**config.mk**
```make
export PLATFORM = sky130hd
export DESIGN_NAME = round_timer_score
export DESIGN_NICKNAME = d
export VERILOG_FILES = /design/src/rtl/round_timer_score.sv
export SDC_FILE = /design/constraint.sdc
export NUM_CORES = 1
export LEC_CHECK = 0
export BUFFER_PORTS_ARGS = -buffer_cell sky130_fd_sc_hd__buf_2
export CORE_ASPECT_RATIO = 1.4
export CORE_UTILIZATION = 55
export CTS_BUF_LIST = sky130_fd_sc_hd__clkbuf_8
export DETAILED_ROUTE_END_ITERATION = 10
export PLACE_DENSITY = 0.7
export SLEW_MARGIN = 40
export SYNTH_ARGS = -nofsm -noshare
export SYNTH_HDL_FRONTEND = slang
export SYNTH_SLANG_ARGS = --single-unit
```
**constraint.sdc**
```tcl
create_clock -name clk -period 8 [get_ports clk]
set_clock_uncertainty 0.1 [all_clocks]
set_input_delay 1.2 -clock clk [delete_from_list [all_inputs] [get_ports clk]]
set_output_delay 1.2 -clock clk [all_outputs]
set_load 0.05 [all_outputs]
```
**src/rtl/round_timer_score.sv**
```systemverilog
// Round clock and miss scoring for the gate game.
// Drives BCD elapsed time, miss count and the VGA blank window.
module round_timer_score #(
    parameter int TICK_DIV     = 50000000,
    parameter int BLANK_CYCLES = 25000000,
    parameter int PENALTY_S    = 5
) (
    input  logic        clk,
    input  logic        resetn,
    input  logic        timer_en,
    input  logic        blank_req,
    input  logic [8:0]  completed_gate,
    output logic [11:0] sec_bcd,
    output logic [3:0]  miss_count,
    output logic        vga_blank,
    output logic        running,
    output logic        finished
);

    localparam int PW = (TICK_DIV > 1) ? $clog2(TICK_DIV) : 1;
    localparam int BW = (BLANK_CYCLES > 1) ? $clog2(BLANK_CYCLES) : 1;
    localparam logic [PW-1:0] TMAX   = PW'(TICK_DIV - 1);
    localparam logic [BW-1:0] BMAX   = BW'(BLANK_CYCLES - 1);
    localparam logic [BW-1:0] PEN_TH = BW'(BLANK_CYCLES - PENALTY_S);

    typedef enum logic [1:0] {IDLE, RUN, BLANK, DONE} state_t;

    state_t        state, state_d;
    logic [2:0]    en_sr, bq_sr;
    logic [PW-1:0] presc;
    logic [BW-1:0] blank_cnt;
    logic          en_rise, en_fall, bq_rise;
    logic          active, start, tick, penalty, won;
    logic          vga_d, running_d, finished_d;
    logic [11:0]   sec_t, sec_next;

    function automatic logic [11:0] bcd_inc(input logic [11:0] v);
        logic [11:0] r;
        r = v;
        if (v != 12'h999) begin
            if (v[3:0] != 4'd9) begin
                r[3:0] = v[3:0] + 4'd1;
            end else begin
                r[3:0] = 4'd0;
                if (v[7:4] != 4'd9) begin
                    r[7:4] = v[7:4] + 4'd1;
                end else begin
                    r[7:4]  = 4'd0;
                    r[11:8] = v[11:8] + 4'd1;
                end
            end
        end
        return r;
    endfunction

    // bit0/bit1 form the synchronizer, bit2 is the edge reference
    always_ff @(posedge clk or negedge resetn) begin
        if (!resetn) begin
            en_sr <= '0;
            bq_sr <= '0;
        end else begin
            en_sr <= {en_sr[1:0], timer_en};
            bq_sr <= {bq_sr[1:0], blank_req};
        end
    end

    assign en_rise = en_sr[1] & ~en_sr[2];
    assign en_fall = ~en_sr[1] & en_sr[2];
    assign bq_rise = bq_sr[1] & ~bq_sr[2];
    assign won     = (completed_gate == 9'h1FF);
    assign active  = (state == RUN) || (state == BLANK);
    assign start   = ((state == IDLE) || (state == DONE)) && en_rise;
    assign tick    = active && (presc == TMAX);
    assign penalty = (state == BLANK) && (blank_cnt >= PEN_TH);
    assign sec_t    = tick ? bcd_inc(sec_bcd) : sec_bcd;
    assign sec_next = penalty ? bcd_inc(sec_t) : sec_t;

    always_ff @(posedge clk or negedge resetn) begin
        if (!resetn) state <= IDLE;
        else         state <= state_d;
    end

    always_comb begin
        state_d = state;
        unique case (state)
            IDLE, DONE: begin
                if (en_rise) state_d = RUN;
            end
            RUN: begin
                if (en_fall)      state_d = won ? DONE : IDLE;
                else if (bq_rise) state_d = BLANK;
            end
            BLANK: begin
                if (en_fall)                state_d = won ? DONE : IDLE;
                else if (blank_cnt == '0)   state_d = RUN;
            end
            default: state_d = IDLE;
        endcase
    end

    always_comb begin
        vga_d      = (state_d == BLANK);
        running_d  = (state_d == RUN) || (state_d == BLANK);
        finished_d = (state_d == DONE);
    end

    always_ff @(posedge clk or negedge resetn) begin
        if (!resetn) begin
            vga_blank <= 1'b0;
            running   <= 1'b0;
            finished  <= 1'b0;
        end else begin
            vga_blank <= vga_d;
            running   <= running_d;
            finished  <= finished_d;
        end
    end

    // the detected timer_en fall freezes every counter for that cycle
    always_ff @(posedge clk or negedge resetn) begin
        if (!resetn) begin
            presc      <= '0;
            blank_cnt  <= '0;
            sec_bcd    <= '0;
            miss_count <= '0;
        end else if (start) begin
            presc      <= '0;
            blank_cnt  <= '0;
            sec_bcd    <= '0;
            miss_count <= '0;
        end else if (active && !en_fall) begin
            presc   <= tick ? '0 : presc + 1'b1;
            sec_bcd <= sec_next;
            if ((state == RUN) && bq_rise) begin
                miss_count <= (miss_count == 4'hF) ? miss_count : miss_count + 4'd1;
                blank_cnt  <= BMAX;
            end else if ((state == BLANK) && (blank_cnt != '0)) begin
                blank_cnt <= blank_cnt - 1'b1;
            end
        end
    end

endmodule

```
# --- Yosys cells after proc, flatten, opt, wreduce, memory -nomap -nowiden ---
# Cells that the tools add are included.
word_totals:
  reg_bits: 78
  out_inout_bits: 19
op_classes:
  n_bitwise: 6
  muxes: 32
  reduce_logical: 19
  n_eq_ne: 16
  addsub: 9
  magnitude_cmp: 1
ops:
  columns: ["op", "n"]
  rows:
  - ["$mux W25", 4]
  - ["$mux W26", 3]
  - ["$mux W12", 6]
  - ["$mux W4", 10]
  - ["$add A4 B1 Y4 const B", 7]
  - ["$add A26 B1 Y26 const B", 1]
  - ["$eq A26 B26 Y1 const B", 1]
  - ["$ge A25 B25 Y1 const B", 1]
  - ["$logic_not A25 Y1", 1]
  - ["$reduce_bool A25 Y1", 1]
  - ["$sub A25 B1 Y25 const B", 1]
  - ["$ne A12 B12 Y1 const B", 2]
  - ["$mux W8", 2]
  - ["$ne A4 B4 Y1 const B", 4]
  - ["$mux W2", 6]
  - ["$eq A9 B9 Y1 const B", 1]
  - ["$eq A2 B2 Y1 const B", 4]
  - ["$logic_and A1 B1 Y1", 6]
  - ["$pmux W2 S3", 1]
  - ["$eq A2 B1 Y1 const B", 2]
  - ["$eq A4 B4 Y1 const B", 1]
  - ["$reduce_bool A2 Y1", 2]
  - ["$and A1 B1 Y1", 3]
  - ["$logic_or A1 B1 Y1", 3]
  - ["8 further kinds", 10]

# --- Longest topological paths before layout ---
# Gate-level depths: netlist of the first run.
logic_depth:
  word_depth: 12
  depth_mapped: 17
  mapped_depth_nobuf: 15

# --- Least setup slack after synthesis of the first run ---
# Ideal clock, no wire load.
synth_timing:
  path_type: "register to register"
  from: "register state[0]"
  to: "register sec_bcd[8]"
  period_less_slack_ns: 3.906
  arrival_time_ns: 3.685
  setup_ns: 0.122
  slack_ns: 4.094
  stages_incl_launch_ff: 16
  path_cell_list: "dfrtp_1 -> inv_1 -> ha_1 -> buf_2 -> nor3b_2 -> nand4_4 -> or3_1 -> buf_6 -> o31ai_1 -> ha_1 -> inv_1 -> or4b_2 -> buf_2 -> nor3b_1 -> mux2i_1 -> nand2_1"
synth_via:
  elab_chain_len: 11
  elab_cells_between_ends: 22
  classes_between: "1 x add/sub; 6 x eq/ne; 7 x mux; 8 x reduce/logical"
synth_rtl:
  columns: ["element", "line_no", "rtl"]
  rows:
  - ["from (decl)", "28", "state_t state, state_d;"]
  - ["from (signal assigned)", "80", "else state <= state_d;"]
  - ["$eq A2 B1 Y1 / $eq A2 B2 Y1 (equally long branches)", "71, 74", null]
  - ["$logic_or A1 B1 Y1", "71", "assign active = (state == RUN) || (state == BLANK);"]
  - ["$logic_and A1 B1 Y1", "73", "assign tick = active && (presc == TMAX);"]
  - ["$mux W12", "75", "assign sec_t = tick ? bcd_inc(sec_bcd) : sec_bcd;"]
  - ["$add A4 B1 Y4 / $ne A4 B4 Y1 (equally long branches)", "49, 45", null]
  - ["$mux W4", "45", "if (v[7:4] != 4'd9) begin"]
  - ["$mux W8", "41", "if (v[3:0] != 4'd9) begin"]
  - ["$mux W12", "40", "if (v != 12'h999) begin"]
  - ["$mux W12", "76", "assign sec_next = penalty ? bcd_inc(sec_t) : sec_t;"]
  - ["$mux W12", "131", "end else if (active && !en_fall) begin"]
  - ["$mux W12", "126", "end else if (start) begin"]
  - ["to (signal assigned)", "133", "sec_bcd <= sec_next;"]
  - ["to (decl)", "13", "output logic [11:0] sec_bcd,"]
# Parallel ways exist; a longest one is shown, timed or not. The select of a mux whose other input is x is not followed.
# A chain may end at the register's enable or synchronous reset.

# --- Final worst setup path of the first run ---
layout_timing:
  from: "register presc[1]"
  to: "register sec_bcd[9]"
layout_via:
  elab_chain_len: 10
  elab_cells_between_ends: 13
  classes_between: "1 x add/sub; 4 x eq/ne; 7 x mux; 1 x reduce/logical"
layout_rtl:
  columns: ["element", "line_no", "rtl"]
  rows:
  - ["from (decl)", "30", "logic [PW-1:0] presc;"]
  - ["from (signal assigned)", "132", "presc <= tick ? '0 : presc + 1'b1;"]
  - ["$eq A26 B26 Y1 (*)", "73", null]
  - ["$logic_and A1 B1 Y1 (*)", "73", null]
  - ["$mux W12 (*)", "75", null]
  - ["$add A4 B1 Y4 / $ne A4 B4 Y1 (equally long branches)", "49, 45", null]
  - ["$mux W4", "45", null]
  - ["$mux W8", "41", null]
  - ["$mux W12", "40", null]
  - ["$mux W12 (*)", "76", null]
  - ["$mux W12 (*)", "131", null]
  - ["$mux W12 (*)", "126", null]
# Mark *: on every way between the ends. The rest lies on a longest branch, timed or not. The select of a mux whose other input is x is not followed.

==> impl_results.md, run 1 <==
* Data required time of the worst path at about 8.1 ns
* Syn Area/Cell at ~8.7 um^2
* CP Class: reg2reg
* Port Buffer Count at 31
* Htree depth at 3
* Ranking of synthesized cells by area: dfrtp_1 40%, o21ai_0 6.0%, ha_1 5.1%
* Count of different cell masters after synthesis at 67
* First-pass GRT wire length at ~19000 um
* Mapped Cells at about 570
* FMAX at approximately 220 MHz
* Avg Vias per Cell at approximately 6.3
* Leakage at 2.241 nW
* Post-CTS setup buffer count at 0
* Outcome: finished clean
* Max Slew Vio Count at 0
* Clock Power Share at between 20% and 30%
* Ys async rst share at 100.0%
* Fraction of layout cells with a size suffix above 1 at a little over a tenth
* Initial Util at roughly 57%
* Site Rows at 40
* Netlist Area Pre-Place at roughly 4900 um^2
* Worst slew pin tran at 0.7778 ns
* Register area share after synthesis at around two fifths
* Layout area overhead at 7.373%
* Fin. Hold Viols at 0
* Ant diodes at 0
* Int Pwr at about 0.76 mW
* Post-route ant nets at 0
* Hpwl dp at roughly 8000 um
* DRC Markers at 0
* Peak VDD IR at around 0.15 mV
* Tot Pwr at roughly 1.3 mW
* Fillcell total at ~800
* MaxCap Viol Count at 0
* Share of the synthesized area in the top cell type at ~40%
* Yosys reg bits at just under 80
* Largest net degree at the start of global routing at between 70 and 80
* Placeable Area at approximately 8700 um^2
* Largest area contributor in the netlist: dfrtp_1
* RSZ-0062 raised after global routing: no
* Clk buf depth at 2
* Final Cycle Share at a little under three fifths
* Die Area at between 9000 and 10000 um^2
* Comb pwr share at 37.9%
* PD cells at between 200 and 300 nW/um^2
* CTS tree: built
* Slew HR at 47.96%
* Count of flip-flops with a built-in enable after synthesis at 0
* Post-cts repair resize count at 0
* Reg power frac at between 40% and 50%
* Final WL at roughly 11000 um
* Setup tns final at 0 ns
* Top-Level Pins at 32
* Critical path endpoint category: register
* Remaining Overflow, GRT at 0
* Final nets at 616
* Synth cell count leaders: 78 x dfrtp_1, 61 x nand2_1, 59 x o21ai_0, 40 x a21oi_1, 39 x nor2_1
* Ys Warns at 0
* Final setup viols at 0
* Crit start category: register
* Drt wl/cell at around 17 um
* Root Driver: clkbuf_8
* Net Switching at slightly below 0.6 mW
* Most common cell in the netlist: dfrtp_1
* CTS Buf Count at 9
* Clk slew on worst S/H paths at about 0.070 ns
* CTS sink count at between 70 and 80
* Die Ht at about 110 um
* Final Wtd Congestion at just under 0.9
* Top_reg_cell synth: dfrtp_1
* Initial antenna violation count at 0
* Crit path time final at 4.538 ns
* Sw Share at 43.37%
* Chip width at 82.09 um
* CP arrival at around 4.6 ns
* Vias in the first global route at between 4000 and 5000
* Gr usage total at a little over a quarter
* Worst min path class: reg2reg
* Vias at 4389
* CTS Hold Bufs at 0
* Drt first pass iters at 5
* Mapped Nets at between 600 and 700
* Clock latency at the later pin of the worst-skew pair at roughly 0.36 ns
* First-iteration detailed-routing DRC count at roughly 290
* CP max FO at 13
-- cell families after synthesis --
| logic type | after synthesis | share of synthesized area, % |
|---|---|---|
| XOR/XNOR | 15 | 2.660 |
| multiplexers | 9 | 1.824 |
| AND/OR/NAND/NOR | 220 | 24.35 |
| buffers and inverters | 57 | 4.814 |
| adder cells (fa/ha/maj) | 21 | 5.270 |
| flip-flops | 78 | 39.52 |
| AO/OA/AOI/OAI | 168 | 21.56 |
-- worst paths after layout --
kind	from	endpoint	slack, ns	cells past startpoint
worst max-delay path	presc[1]	sec_bcd[9]	3.46	14
worst min-delay path	bq_sr[0]	bq_sr[1]	0.25	0
worst max register to register	presc[1]	sec_bcd[9]	3.46	14
worst min register to register	bq_sr[0]	bq_sr[1]	0.25	0
max in group asynchronous	resetn	running	6.52	1
min in group asynchronous	resetn	sec_bcd[1]	0.77	1
-- final cells by class --
cell class / instances / area (um^2) / area share, %
clock buffers: 10 / 137.6 / 2.596
clock inverters: 5 / 45.04 / 0.8495
inverters: 28 / 105.1 / 1.982
multi-input cells: 433 / 2755 / 51.96
flip-flops and latches: 78 / 1952 / 36.81
well taps: 105 / 131.4 / 2.478
repair buffers: 33 / 176.4 / 3.327
-- critical path: stages, from the launching register on --
cell and delay (ns):
dfrtp_1 0.42, ha_1 0.21, and3_1 0.26, nand4_1 0.43, or3_1 0.66, nor3_1 0.69, mux2i_1 0.36, inv_1 0.07
ha_1 0.21, nand2b_1 0.07, mux2i_1 0.09, nand2_1 0.25, nor3b_2 0.25, mux2i_1 0.21, o22ai_1 0.09
-- through the flow --
step / worst slack (ns) / hold WS, ns / cells / instance area, um^2 / util (%)
after floorplan: 4.094 / 0.2312 / 568 / 4938 / -
after global placement: 3.764 / 0.2323 / 677 / 5110 / 59.02
after detailed placement: 3.481 / 0.2365 / 677 / 5120 / 59.13
after CTS: 3.463 / 0.2525 / 692 / 5303 / 61.24
after global routing: 3.098 / 0.2625 / 692 / 5303 / 61.24
final: 3.462 / 0.2491 / 692 / 5303 / 61.24
-- flip-flops by register name, indices dropped and copies added (netlist names) --
signal / flops
blank_cnt: 25
bq_sr: 3
en_sr: 3
finished: 1
miss_count: 4
presc: 26
running: 1
sec_bcd: 12
state: 2
vga_blank: 1
-- power by group through the flow --
stage	Sequential, mW	Combinational, mW	Clock, mW
floorplan	0.579	0.350	0
global placement	0.552	0.495	0
detailed placement	0.556	0.513	0
CTS	0.549	0.516	0.295
global route	0.564	0.573	0.311
finish	0.550	0.512	0.288
-- placed cells by master, fill, tap and decap left out, types with 12 or more instances in the layout --
cell type	instances
inv_1	32
a31oi_1	13
nor2_1	39
buf_2	30
ha_1	20
a21oi_1	39
nand2_1	60
nand4_1	13
o21ai_0	59
or3_1	13
dfrtp_1	78
nor3_1	12
nand3_1	17
-- layer usage --
metal  wire (um)  vias up  GRT usage [%]  part of all wire (%)
li1            -     2109              -                     -
met1        4769     2160          31.33                    41
met2        6148       99          47.55                    53
met3         362       21          5.179                   3.1
met4         216        0          10.53                   1.9
met5           0        -              0                     0
No activity file was read; power rests on OpenSTA's default activity.
==> run 2: changes to the inputs <==
- ABC_AREA: default -> 1
- clock period: 8 -> 4.6 ns (I/O delays scaled with it)
==> impl_results.md, run 2 <==
* Setup tns final at 0 ns (unchanged)
* Drt wl/cell at 14.81 um (was 16.61 um)
* Worst min path class: in2async (was reg2reg)
* Slew HR at 50.19% (was 47.96%)
* CTS Buf Count at 9 (unchanged)
* Count of different cell masters after synthesis at 48 (was 67)
* Post-layout util at 63.11% (was 61.24%)
* Die Ht at 120.3 um (was 114.1 um)
* Post-cts repair resize count at 0 (unchanged)
* Mapped Cells at 765 (was 568)
* Ys Warns at 0 (unchanged)
* Biggest register: presc (unchanged)
* CP arrival at 3.28 ns (was 4.63 ns)
* CP top delay family: simple AND/OR/NAND/NOR gates (unchanged)
* Peak VDD IR at 0.2813 mV (was 0.1487 mV)
* Final WL at 13870 um (was 11500 um)
* Netlist Area Pre-Place at 5500 um^2 (was 4938 um^2)
* RR Endpoint: sec_bcd[4] (was sec_bcd[9])
* First-pass GRT wire length at 23720 um (was 19430 um)
* Fillcell total at 857 (was 802)
* Avg Vias per Cell at 5.580 (was 6.342)
* Critical path's slowest cell: dfrtp_1 (was nor3_1)
* Port Buffer Count at 31 (unchanged)
* Finished Cell Area at 6036 um^2 (was 5303 um^2)
* CTS sink count at 78 (unchanged)
* Syn Area/Cell at 7.190 um^2 (was 8.695 um^2)
* Most common cell in the netlist: nand2_1 (was dfrtp_1)
* Number of flip-flops in the largest register at 26 (unchanged)
* Clock latency at the later pin of the worst-skew pair at 0.37 ns (was 0.36 ns)
* Final setup viols at 0 (unchanged)
* MaxCap Viol Count at 0 (unchanged)
* Outcome: finished clean (unchanged)
* Register area share after synthesis at 35.49% (was 39.52%)
* Gr usage total at 29.11% (was 26.93%)
* Site Rows at 42 (was 40)
* Most common cell after layout, fill and taps aside: nand2_1 (was dfrtp_1)
* CP max FO at 10 (was 13)
* Share of the synthesized area in the top cell type at 35.49% (was 39.52%)
* CTS tree: built (unchanged)
* Top_reg_cell synth: dfrtp_1 (unchanged)
* Final Wtd Congestion at 0.8869 (was 0.8763)
* Data required time of the worst path at 4.76 ns (was 8.09 ns)
* Mapped Nets at 798 (was 601)
* CP most frequent cell: nand2_1 (was mux2i_1)
* Post-CTS setup buffer count at 0 (unchanged)
* Crit start category: register (unchanged)
* First-iteration detailed-routing DRC count at 335 (was 288)
* Count of flip-flops with a built-in enable after synthesis at 0 (unchanged)
* Vias at 5223 (was 4389)
* Tot Pwr at 2.873 mW (was 1.350 mW)
* Remaining Overflow, GRT at 0 (unchanged)
* Drt first pass iters at 5 (unchanged)
* CTS Hold Bufs at 0 (unchanged)
* Synth cell count leaders: 174 x nand2_1, 91 x inv_1, 78 x dfrtp_1, 74 x nor2_1, 65 x nand3_1 (was 78 x dfrtp_1, 61 x nand2_1, 59 x o21ai_0, 40 x a21oi_1, 39 x nor2_1)
* CP Class: reg2reg (unchanged)
* Vias in the first global route at 5054 (was 4262)
* Yosys reg bits at 78 (unchanged)
* Initial antenna violation count at 0 (unchanged)
* Initial Util at 57.51% (was 57.04%)
* Placed Instance Area at 5792 um^2 (was 5120 um^2)
* Largest area contributor in the netlist: dfrtp_1 (unchanged)
* Ys async rst share at 100.0% (unchanged)
* R2R depth at 23 (was 14)
* PD cells at 475.9 nW/um^2 (was 254.6 nW/um^2)
* Top-Level Pins at 32 (unchanged)
* Clk slew on worst S/H paths at 0.09 ns (was 0.07 ns)
* Final nets at 832 (was 616)
* Hpwl dp at 10360 um (was 8014 um)
* Post-route ant nets at 0 (unchanged)
* Largest net degree at the start of global routing at 79 (unchanged)
* RSZ-0062 raised after global routing: no (unchanged)
* Crit path time final at 3.117 ns (was 4.538 ns)
* Htree depth at 3 (unchanged)
* Slowest cell delay on critical path at 0.38 ns (was 0.69 ns)
* R2r setup slk at 1.48 ns (was 3.46 ns)
* Reg2reg start: state[0] (was presc[1])
* WP buf/inv at 5 (was 1)
* Fraction of layout cells with a size suffix above 1 at 14.18% (was 10.90%)
* Max Slew Vio Count at 0 (unchanged)
* Ranking of synthesized cells by area: dfrtp_1 35%, nand2_1 12%, inv_1 6.2% (was dfrtp_1 40%, o21ai_0 6.0%, ha_1 5.1%)
* Root Driver: clkbuf_8 (unchanged)
* Placeable Area at 9564 um^2 (was 8658 um^2)
* Chip width at 86.52 um (was 82.09 um)
* Clk buf depth at 2 (unchanged)
* Critical path endpoint category: register (unchanged)
* Die Area at 10410 um^2 (was 9368 um^2)
* Worst slew pin tran at 0.7471 ns (was 0.7778 ns)
* Fin. Hold Viols at 0 (unchanged)
* DRC Markers at 0 (unchanged)
* Cell Chain, Critical Path: inv_1 > ha_1 > inv_2 > nand2_1 > nor2_1 > nand2_1 > nor2_2 > nand2_1 > nor2_1 > nand2_1 > nand2_1 > inv_1 > nor2_2 > inv_1 > ha_1 > nand3_1 > nor2_2 > nand3_2 > nand2_2 > inv_2 > nand2_1 > nand3_1 > nand2_1 (was ha_1 > and3_1 > nand4_1 > or3_1 > nor3_1 > mux2i_1 > inv_1 > ha_1 > nand2b_1 > mux2i_1 > nand2_1 > nor3b_2 > mux2i_1 > o22ai_1)
* Layout area overhead at 9.736% (was 7.373%)
* Leakage at 2.869 nW (was 2.241 nW)
* Ant diodes at 0 (unchanged)
* FMAX at 320.8 MHz (was 220.4 MHz)
* Final Cycle Share at 67.76% (was 56.73%)
* Biggest regs: presc (26), blank_cnt (25), sec_bcd (12) (unchanged)
* Most frequent cells in the layout: 174 x nand2_1, 91 x inv_1, 78 x dfrtp_1 (was 78 x dfrtp_1, 60 x nand2_1, 59 x o21ai_0)
==> run 2: cell count changes after synthesis, sizes merged, moves of 13 or more <==
cell    change
nand2     +124
inv        +74
nor2       +58
nand3      +56
nor3       +21
o22ai      +16
clkbuf     -13
or3        -13
==> run 2: report_power, final <==
part	leakage [nW]	switching, mW	internal, mW
Combinational	1.71	0.864	0.360
Clock	0.120	0.276	0.362
Sequential	1.04	0.181	0.830
Total	2.87	1.32	1.55
==> run 2: logic make-up after synthesis <==
kind of cell	count (synthesis)	share of synthesized area (%)
XOR/XNOR	15	2.389
AO/OA/AOI/OAI	120	12.63
buffers and inverters	115	8.280
AND/OR/NAND/NOR	417	36.67
adder cells (fa/ha/maj)	20	4.550
flip-flops	78	35.49
==> run 2: worst reg2reg max path: stages (launching register included) <==
cell	delay, ns
dfrtp_1	0.38
inv_1	0.07
ha_1	0.34
inv_2	0.19
nand2_1	0.08
nor2_1	0.08
nand2_1	0.06
nor2_2	0.16
nand2_1	0.14
nor2_1	0.15
nand2_1	0.10
nand2_1	0.07
inv_1	0.04
nor2_2	0.13
inv_1	0.10
ha_1	0.19
nand3_1	0.09
nor2_2	0.06
nand3_2	0.12
nand2_2	0.09
inv_2	0.10
nand2_1	0.05
nand3_1	0.08
nand2_1	0.05
==> run 2: per-layer routing <==
| layer | track usage, % | vias up | wire length [um] |
|---|---|---|---|
| li1 | - | 2613 | - |
| met1 | 35.37 | 2452 | 5853 |
| met2 | 51.24 | 130 | 7235 |
| met3 | 3.549 | 28 | 461 |
| met4 | 12.60 | 0 | 314 |
| met5 | 0 | - | 0 |
==> run 2: worst max-delay path by stage <==
| stage | startpoint | to | slack [ns] | cells after the start |
|---|---|---|---|---|
| final | state[0] | sec_bcd[4] | 1.48 | 23 |
| after CTS | state[0] | sec_bcd[4] | 1.50 | 23 |
| after detailed placement | state[0] | sec_bcd[4] | 1.52 | 23 |
| after global routing | state[0] | sec_bcd[6] | 1.13 | 22 |
| after global placement | state[0] | sec_bcd[4] | 1.64 | 23 |
| after floorplan | sec_bcd[0] | sec_bcd[11] | 1.79 | 17 |
==> run 2: final cells by class <==
cell class	count	area, um^2	share of cell area, %
repair buffers	36	198.9	3.296
clock buffers	9	123.9	2.052
multi-input cells	572	3093	51.24
flip-flops and latches	78	1952	32.34
well taps	132	165.2	2.736
inverters	102	382.9	6.343
clock inverters	7	120.1	1.990
==> run 2: per-stage QoR <==
stage	std cells	hold slack, ns	worst slack (ns)
2_1_floorplan	765	0.2312	1.788
5_1_grt	936	0.2608	1.135
3_3_place_gp	920	0.2453	1.640
6_report	936	0.2210	1.483
4_1_cts	936	0.2561	1.502
3_5_place_dp	920	0.2364	1.524
==> run 3: changes to the inputs <==
- clock period: 4.6 -> 3.2 ns (I/O delays scaled with it)
==> impl_results.md, run 3 (synthesis gave the netlist of run 2 again) <==
* Outcome: finished clean (unchanged)
* DP Worst Slack at 0.2480 ns (was 1.524 ns)
* Post-route ant nets at 0 (unchanged)
* CTS sink count at 78 (unchanged)
* Clock Power Share at 18.9% (was 22.2%)
* Final nets at 842 (was 832)
* Remaining Overflow, GRT at 0 (unchanged)
* Worst min path class: in2async (unchanged)
* Int Pwr at 2.145 mW (was 1.552 mW)
* CP Class: reg2reg (unchanged)
* Placed Instance Area at 5867 um^2 (was 5792 um^2)
* Comb pwr share at 45.7% (was 42.6%)
* Slew HR at 51.21% (was 50.19%)
* Layout area overhead at 10.96% (was 9.736%)
* PD cells at 664.7 nW/um^2 (was 475.9 nW/um^2)
* Clock latency at the later pin of the worst-skew pair at 0.37 ns (about the same)
* Crit path time final at 2.863 ns (was 3.117 ns)
* Initial antenna violation count at 0 (unchanged)
* Worst slew pin tran at 0.7318 ns (was 0.7471 ns)
* Clk buf depth at 2 (unchanged)
* Port Buffer Count at 31 (unchanged)
* Hold_ws at 0.03814 ns (was 0.2210 ns)
* Placeable Area at 9564 um^2 (unchanged)
* Chip width at 86.52 um (unchanged)
* CTS tree: built (unchanged)
* Clk slew on worst S/H paths at 0.09 ns (about the same)
* Final Wtd Congestion at 0.9283 (was 0.8869)
* Vias at 5363 (was 5223)
* Leakage at 2.910 nW (was 2.869 nW)
* FF+latch area at 1952 um^2 (unchanged)
* Tot Pwr at 4.057 mW (was 2.873 mW)
* Avg Vias per Cell at 5.669 (was 5.580)
* Initial Util at 57.51% (unchanged)
* Die Area at 10410 um^2 (unchanged)
* Final Cycle Share at 89.47% (was 67.76%)
* Number of flip-flops in the largest register at 26 (unchanged)
* CTS Buf Count at 9 (unchanged)
* First-iteration detailed-routing DRC count at 357 (was 335)
* Die Ht at 120.3 um (unchanged)
* Site Rows at 42 (unchanged)
* Largest net degree at the start of global routing at 79 (unchanged)
* Root Driver: clkbuf_8 (unchanged)
* FMAX at 349.3 MHz (was 320.8 MHz)
* Ant diodes at 0 (unchanged)
* First-pass GRT wire length at 23940 um (was 23720 um)
* Peak VDD IR at 0.3971 mV (was 0.2813 mV)
* Fraction of layout cells with a size suffix above 1 at 15.72% (was 14.18%)
* Setup tns final at 0 ns (unchanged)
* Net Switching at 1.912 mW (was 1.321 mW)
* DRC Markers at 0 (unchanged)
* Final setup viols at 0 (unchanged)
* MaxCap Viol Count at 0 (unchanged)
* Placed insts at 930 (was 920)
* Drt wl/cell at 15.09 um (was 14.81 um)
* Most common cell after layout, fill and taps aside: nand2_1 (unchanged)
* Max Slew Vio Count at 0 (unchanged)
* Hpwl dp at 10580 um (was 10360 um)
* Most frequent cells in the layout: 173 x nand2_1, 91 x inv_1, 78 x dfrtp_1 (was 174 x nand2_1, 91 x inv_1, 78 x dfrtp_1)
* Top-Level Pins at 32 (unchanged)
* Final WL at 14280 um (was 13870 um)
* Vias in the first global route at 5159 (was 5054)
* Fillcell total at 889 (was 857)
* Sw Share at 47.12% (was 45.97%)
* Finished Cell Area at 6103 um^2 (was 6036 um^2)
* Drt first pass iters at 8 (was 5)
* Biggest register: presc (unchanged)
* Fin. Hold Viols at 0 (unchanged)
* Data required time of the worst path at 3.37 ns (was 4.76 ns)
* CP arrival at 3.03 ns (was 3.28 ns)
* Post-cts repair resize count at 0 (unchanged)
* Post-layout util at 63.81% (was 63.11%)
* Gr usage total at 29.45% (was 29.11%)
* Critical path endpoint category: register (unchanged)
* Htree depth at 3 (unchanged)
* Post-CTS setup buffer count at 0 (unchanged)
* Crit start category: register (unchanged)
* RSZ-0062 raised after global routing: no (unchanged)
* CTS Hold Bufs at 0 (unchanged)
* Final non-filler cell total at 946 (was 936)
* Biggest regs: presc (26), blank_cnt (25), sec_bcd (12) (unchanged)
* Reg power frac at 35.4% (was 35.2%)
* Final setup margin at 0.3368 ns (was 1.483 ns)
* CP max FO at 8 (was 10)
* Multi-input gate area at 3132 um^2 (was 3093 um^2)
[run 3: power groups by stage]
stage                     clock network (mW)  logic, mW  registers (mW)
after floorplan                            0       1.17            1.57
after global placement                     0       1.76            1.44
after detailed placement                   0       1.82            1.45
after CTS                              0.777       1.82            1.43
after global routing                   0.821       2.04            1.47
final                                  0.765       1.85            1.44
[run 3: per-layer routing]
layer | GRT usage, % | vias to the layer above | part of all wire [%]
li1 | - | 2642 | -
met1 | 34.96 | 2550 | 41
met2 | 52.33 | 138 | 52
met3 | 3.618 | 33 | 3.8
met4 | 13.65 | 0 | 2.9
met5 | 0 | - | 0
[run 3: worst paths after layout]
kind	startpoint	endpoint	slack [ns]	depth (start not counted)
worst max register to register	presc[0]	sec_bcd[11]	0.34	17
worst min register to register	en_sr[0]	en_sr[1]	0.26	0
min in group clk	blank_req	bq_sr[0]	0.11	1
worst min-delay path	resetn	blank_cnt[4]	0.04	1
max in group asynchronous	resetn	sec_bcd[3]	2.46	1
worst max-delay path	presc[0]	sec_bcd[11]	0.34	17
[run 3: final cells by class]
cell class,instances,area share [%]
Multi-Input combinational cell,572,51.31
Clock buffer,10,2.255
Timing Repair Buffer,46,4.490
Sequential cell,78,31.98
Tap cell,132,2.706
Clock inverter,6,0.9840
Inverter,102,6.273
[run 3: critical path: stages, from the launching register on]
cell     delay, ns
dfrtp_1       0.40
ha_1          0.20
nand3_1       0.12
nor2_1        0.23
nand2_1       0.19
nor3_4        0.24
o21ai_0       0.13
nand2_1       0.17
ha_1          0.18
nand3_1       0.15
nor2_4        0.17
nand2_4       0.09
nor2_8        0.13
nand2_1       0.07
nand2_1       0.06
nand2_1       0.04
nand2_1       0.05
nand2_1       0.04
